**src/rtl/fetch_pkg.sv**
```systemverilog
// fetch_pkg: shared state encoding and default sizes for the fetch stage
package fetch_pkg;
  localparam int PC_BITS = 6;
  localparam int INSN_BITS = 16;
  localparam logic [15:0] HALT_WORD = 16'hFFFF;
  typedef enum logic [1:0] {IDLE = 2'd0, LOAD = 2'd1, RUN = 2'd2, HALT = 2'd3} state_t;
endpackage

```
**src/rtl/fetch_pc_reg.sv**
```systemverilog
// pc_reg: program counter with clear, target load, increment and hold
module pc_reg #(
  parameter int W = fetch_pkg::PC_BITS
) (
  input  logic         clka,
  input  logic         rst_n,
  input  logic         clr,
  input  logic         ld,
  input  logic         inc,
  input  logic [W-1:0] target,
  output logic [W-1:0] pc
);
  always_ff @(posedge clka)
    pc <= (!rst_n || clr) ? '0 : ld ? target : inc ? pc + 1'b1 : pc;
endmodule

```
**src/rtl/fetch_unit.sv**
```systemverilog
// fetch_unit: INSMEM loader and program-counter/instruction-register fetch stage
module fetch_unit #(
  parameter int PC_BITS = fetch_pkg::PC_BITS,
  parameter int INSN_BITS = fetch_pkg::INSN_BITS,
  parameter logic [INSN_BITS-1:0] HALT_WORD = fetch_pkg::HALT_WORD
) (
  input  logic                 clka,
  input  logic                 rst_n,
  input  logic                 load_start,
  input  logic                 run_start,
  input  logic                 load_valid,
  output logic                 load_ready,
  input  logic [INSN_BITS-1:0] load_data,
  input  logic                 load_last,
  output logic                 we_insmem,
  output logic [PC_BITS-1:0]   pc,
  output logic [INSN_BITS-1:0] instruction_in,
  input  logic [INSN_BITS-1:0] instruction_out,
  input  logic                 stall,
  input  logic                 branch_taken,
  input  logic [PC_BITS-1:0]   branch_target,
  output logic [INSN_BITS-1:0] ir,
  output logic [PC_BITS-1:0]   ir_pc,
  output logic                 ir_valid,
  output logic                 loading,
  output logic                 halted
);
  import fetch_pkg::*;
  state_t state, state_nx;
  logic [PC_BITS-1:0] fetch_pc;
  logic fetch_valid, accept, halt_hit, run_go, pc_clr, pc_ld, pc_inc;
  assign accept = (state == LOAD) && load_valid;
  assign run_go = run_start && (state == IDLE || state == HALT);
  assign halt_hit = (state == RUN) && !stall && !branch_taken && fetch_valid && (instruction_out == HALT_WORD);
  assign pc_clr = load_start || (accept && load_last) || run_go;
  assign pc_ld = (state == RUN) && branch_taken;
  assign pc_inc = accept || ((state == RUN) && !stall && !halt_hit);
  pc_reg #(.W(PC_BITS)) u_pc_reg (
    .clka   (clka),
    .rst_n  (rst_n),
    .clr    (pc_clr),
    .ld     (pc_ld),
    .inc    (pc_inc),
    .target (branch_target),
    .pc     (pc)
  );
  always_ff @(posedge clka)
    state <= !rst_n ? IDLE : state_nx;
  always_comb
    state_nx = load_start ? LOAD :
               run_go ? RUN :
               (accept && load_last) ? IDLE :
               halt_hit ? HALT : state;
  always_comb begin
    load_ready = (state == LOAD);
    loading = (state == LOAD);
    halted = (state == HALT);
    we_insmem = accept;
    instruction_in = (state == LOAD) ? load_data : '0;
  end
  always_ff @(posedge clka) begin
    if (!rst_n) begin
      fetch_pc <= '0;
      fetch_valid <= 1'b0;
      ir <= '0;
      ir_pc <= '0;
      ir_valid <= 1'b0;
    end else if (state != RUN || load_start || branch_taken) begin
      fetch_valid <= 1'b0;
      ir_valid <= 1'b0;
    end else if (!stall) begin
      fetch_pc <= pc;
      fetch_valid <= !halt_hit;
      ir <= instruction_out;
      ir_pc <= fetch_pc;
      ir_valid <= fetch_valid;
    end
  end
endmodule

```
**config.mk**
```make
export PLATFORM = sky130hd
export DESIGN_NAME = fetch_unit
export DESIGN_NICKNAME = d
export VERILOG_FILES = /design/src/rtl/fetch_pkg.sv /design/src/rtl/fetch_pc_reg.sv /design/src/rtl/fetch_unit.sv
export SDC_FILE = /design/constraint.sdc
export NUM_CORES = 1
export LEC_CHECK = 0
export BUFFER_PORTS_ARGS = -buffer_cell sky130_fd_sc_hd__clkbuf_2
export CORE_MARGIN = 2
export CORE_UTILIZATION = 45
export DETAILED_ROUTE_END_ITERATION = 10
export PLACE_DENSITY = 0.8
export SYNTH_ARGS = -nofsm -noshare
export SYNTH_HDL_FRONTEND = slang
export SYNTH_HIERARCHICAL = 1
export SYNTH_SLANG_ARGS = --single-unit
```
**constraint.sdc**
```tcl
create_clock -name clka -period 2.4 [get_ports clka]
set_input_delay 0 -clock clka [delete_from_list [all_inputs] [get_ports clka]]
set_output_delay 0 -clock clka [all_outputs]
set_load 0.05 [all_outputs]
```
==> impl_metrics.csv <==
group,metric,value,unit
global_routing,antenna_violations_before_repair,0,
yosys,postSynthNetCount,262,
placement,gp_routability_congestion,0.799,
sta,grt_setup_unrepaired,"false",
final_layout,syn_to_final_growth,42.8,%
floorplan,fp.coreArea,3740,um2
critical_path,critical_path.startpoint_type,"flop",
placement,detailed_place_hpwl,3.00,mm
power,switching_power_as_a_share_of_total_power,26.3,%
critical_path,crit_top_cell,"sky130_fd_sc_hd__and2_1",
sta,timing.final.setup_violations,0,
critical_path,worstPathCellList,"ha_1 > or3b_4 > nor4_4 > and2_1 > o21bai_2 > xnor2_1 > o21ai_1 > and2_1",
floorplan,floorplan.die.width,67.3,um
power,p_switching,0.368,mW
critical_path,critical_path_start_end_classification,"reg2reg",
final_layout,antenna_cells_inserted,0,
yosys,top_area_cells_in_the_synthesized_netlist,"sky130_fd_sc_hd__dfxtp_1, sky130_fd_sc_hd__nand2_1, sky130_fd_sc_hd__a21boi_1",
yosys,syn-instance-count,212,
yosys,postSynth.asyncResetShare,0,%
routing,drt_iter0_markers,113,
sta,final_slew_violations,0,
sta,timing.final.crit_period,2250,ps
critical_path,critical-path-max-stage-delay,430,ps
yosys,synthXorXnorAreaFrac,1.94,%
clocking,htree_levels,2,
clocking,tritoncts,"done",
clocking,clock_sinks,38,
power,totalPowerFinal,1.40,mW
global_routing,gr-total-overflow,0,
yosys,yosys.area_share.simple,28.9,%
power,power.ir.vdd_worst,0.327,mV
yosys,yosys-mux-area-fraction,1.11,%
critical_path,end_kind,"flop",
global_routing,globalRouteTotalUtil,20.6,%
final_layout,mostFrequentLayoutCells,"sky130_fd_sc_hd__clkbuf_2, sky130_fd_sc_hd__nand2_1, sky130_fd_sc_hd__dfxtp_1",
placement,place.port_buffers,94,
critical_path,cp.required,2580,ps
yosys,synth-main-ff-cell,"sky130_fd_sc_hd__dfxtp_1",
yosys,synth-compound-area-share,18.1,%
clocking,clock_root_buffer,"sky130_fd_sc_hd__clkbuf_8",
global_routing,grt_pass1_wl,7.17,mm
sta,fin_worst_hold_slack,7.70,ps
yosys,synth_top_area_share,42.2,%
final_layout,largest_register,"ir",
sta,slew-limit-headroom,37.9,%
power,cell_internal_pwr,1.03,mW
sta,finalSetupTns,0,ps
critical_path,critical_path_arrival,2440,ps
yosys,netlist-cell-type-count,36,
yosys,combinational_family_with_the_most_area_after_synthesis,"simple AND/OR/NAND/NOR gates",
yosys,flops_latches_synth,38,
floorplan,boundaryPins,95,
run,cap_violations,0,
critical_path,timing.critical_path.slowest_stage_cell,"sky130_fd_sc_hd__or3b_4",
global_routing,pin_count_of_the_biggest_net_entering_global_routing,32,
sta,fmax,444,MHz
routing,detailroute.via_count,1821,
routing,antenna_left,0,
clocking,cts_buffer_depth,2,
clocking,worstSkewPairLatency,280,ps
min_path,hold_path.class,"in2reg",
yosys,synthAdderAreaFrac,2.78,%
final_layout,mostFrequentLayoutCell,"sky130_fd_sc_hd__clkbuf_2",
power,power_leakage,1.15,nW
sta,finalCritPeriodShare,93.9,%
final_layout,post_route_cells_drive_above_1_share,34.4,%
yosys,synthesis.area,1800,um2
power,share_comb_of_total_power,16.4,%
clocking,worst_setup_hold_path_clk_slew,70,ps
routing,detail_route.drc_violations,0,
final_layout,finish.net_count,372,
floorplan,die_h,67.3,um
global_routing,number_of_global_route_vias_before_repair,1714,
sta,worst_pin_slew,932,ps
routing,detail_route.wl_per_cell,12.0,um
critical_path,critical_path_peak_fanout,6,
power,sequentialPowerShare,45.8,%
yosys,synth_area_per_cell,8.50,um2
floorplan,starting_utilization_of_the_core_area,48.1,%
yosys,yosysWarnings,6,
floorplan,row_count,22,
yosys,synth-edff-count,0,
status,status,"complete, no violations",
floorplan,die-area,4530,um2
routing,vias_per_cell,4.91,
yosys,share_of_synthesized_area_occupied_by_flip_flops_and_latches,42.2,%
power,power-per-cell-area,543,nW/um2
routing,routed_wirelength,4.46,mm
sta,clock-skew-final,3.60,ps
routing,first_pass_iters,4,
sta,hold_violations,0,
clocking,cts_buffers,5,
power,clkPwrFrac,37.9,%
yosys,synth_largest_area_cell,"sky130_fd_sc_hd__dfxtp_1",
final_layout,largest_reg_flops,16,
==> power by group through the flow <==
stage	combinational (mW)	sequential [mW]	clock, mW
after floorplan	0.130	0.662	0
after global placement	0.201	0.654	0
after detailed placement	0.202	0.654	0
after CTS	0.227	0.639	0.537
after global routing	0.246	0.640	0.565
final	0.229	0.640	0.529
==> per-layer routing <==
metal | GRT usage [%] | vias to the layer above | share of wire [%]
li1 | - | 923 | -
met1 | 23.5 | 809 | 42
met2 | 37.1 | 82 | 49
met3 | 4.17 | 7 | 7.4
met4 | 8.93 | 0 | 1.4
met5 | 0 | - | 0
==> area by class of cell <==
| type | count | area [um2] |
|---|---|---|
| Multi-Input combinational cell | 159 | 960 |
| Sequential cell | 38 | 761 |
| Inverter | 4 | 15.0 |
| Timing Repair Buffer | 114 | 668 |
| Clock buffer | 5 | 68.8 |
| Fill cell | 322 | 1170 |
| Clock inverter | 3 | 40.0 |
| Tap cell | 48 | 60.1 |
==> path summary, 6_finish.rpt <==
kind	slack, ps	endpoint	depth (start not counted)	startpoint
setup / recovery	150	u_pc_reg/pc[0]	8	state[1]
hold / removal	8	u_pc_reg/pc[5]	3	branch_target[5]
setup reg to reg	150	u_pc_reg/pc[0]	8	state[1]
hold reg to reg	450	ir_pc[2]	2	fetch_pc[2]
==> worst max-delay path, delay by kind of cell, from the launching register on <==
| family | cells | cell delay, ps |
|---|---|---|
| and+or+nand+nor | 4 | 1160 |
| DFF | 1 | 390 |
| adders and majority gates | 1 | 220 |
| AOI/OAI and AO/OA | 2 | 200 |
| xor gates and xnor gates | 1 | 170 |
==> synth_stat cells, types with 2 or more instances <==
cell type / count
sky130_fd_sc_hd__ha_1: 4
sky130_fd_sc_hd__nand3_1: 3
sky130_fd_sc_hd__mux2i_1: 2
sky130_fd_sc_hd__a21boi_0: 9
sky130_fd_sc_hd__and2_1: 21
sky130_fd_sc_hd__nand4_1: 5
sky130_fd_sc_hd__a21boi_1: 21
sky130_fd_sc_hd__nand2b_1: 4
sky130_fd_sc_hd__clkbuf_1: 4
sky130_fd_sc_hd__buf_2: 2
sky130_fd_sc_hd__a21oi_1: 3
sky130_fd_sc_hd__o21ai_1: 2
sky130_fd_sc_hd__xnor2_1: 2
sky130_fd_sc_hd__dfxtp_1: 38
sky130_fd_sc_hd__xor2_1: 2
sky130_fd_sc_hd__inv_1: 4
sky130_fd_sc_hd__buf_6: 3
sky130_fd_sc_hd__nand2_1: 61
sky130_fd_sc_hd__buf_4: 2
sky130_fd_sc_hd__o21ai_0: 4
==> per-stage QoR <==
step	worst slack, ps	util, %	instances	area, um2
floorplan	71.1	-	212	1800
global placement	158	60.6	344	2270
detailed placement	76.7	60.6	344	2270
CTS	44.9	68.5	371	2570
global route	11.2	68.7	371	2570
finish	147	68.7	371	2570
==> what timing repair did <==
action / 4_1_cts / 5_1_grt
hold endpoints to repair: 19 / 0
setup buffers: 0 / 0
endpoints found under the setup margin: 0 / 6
gates resized for setup: 0 / 2
hold buffers: 19 / 0
==> logic make-up after synthesis <==
logic type | Yosys count
and+or+nand+nor | 104
AOI/OAI and AO/OA | 45
DFF | 38
buffers and inverters | 15
xor gates and xnor gates | 4
adders and majority gates | 4
muxes | 2
(Power assumes the default switching activity.)
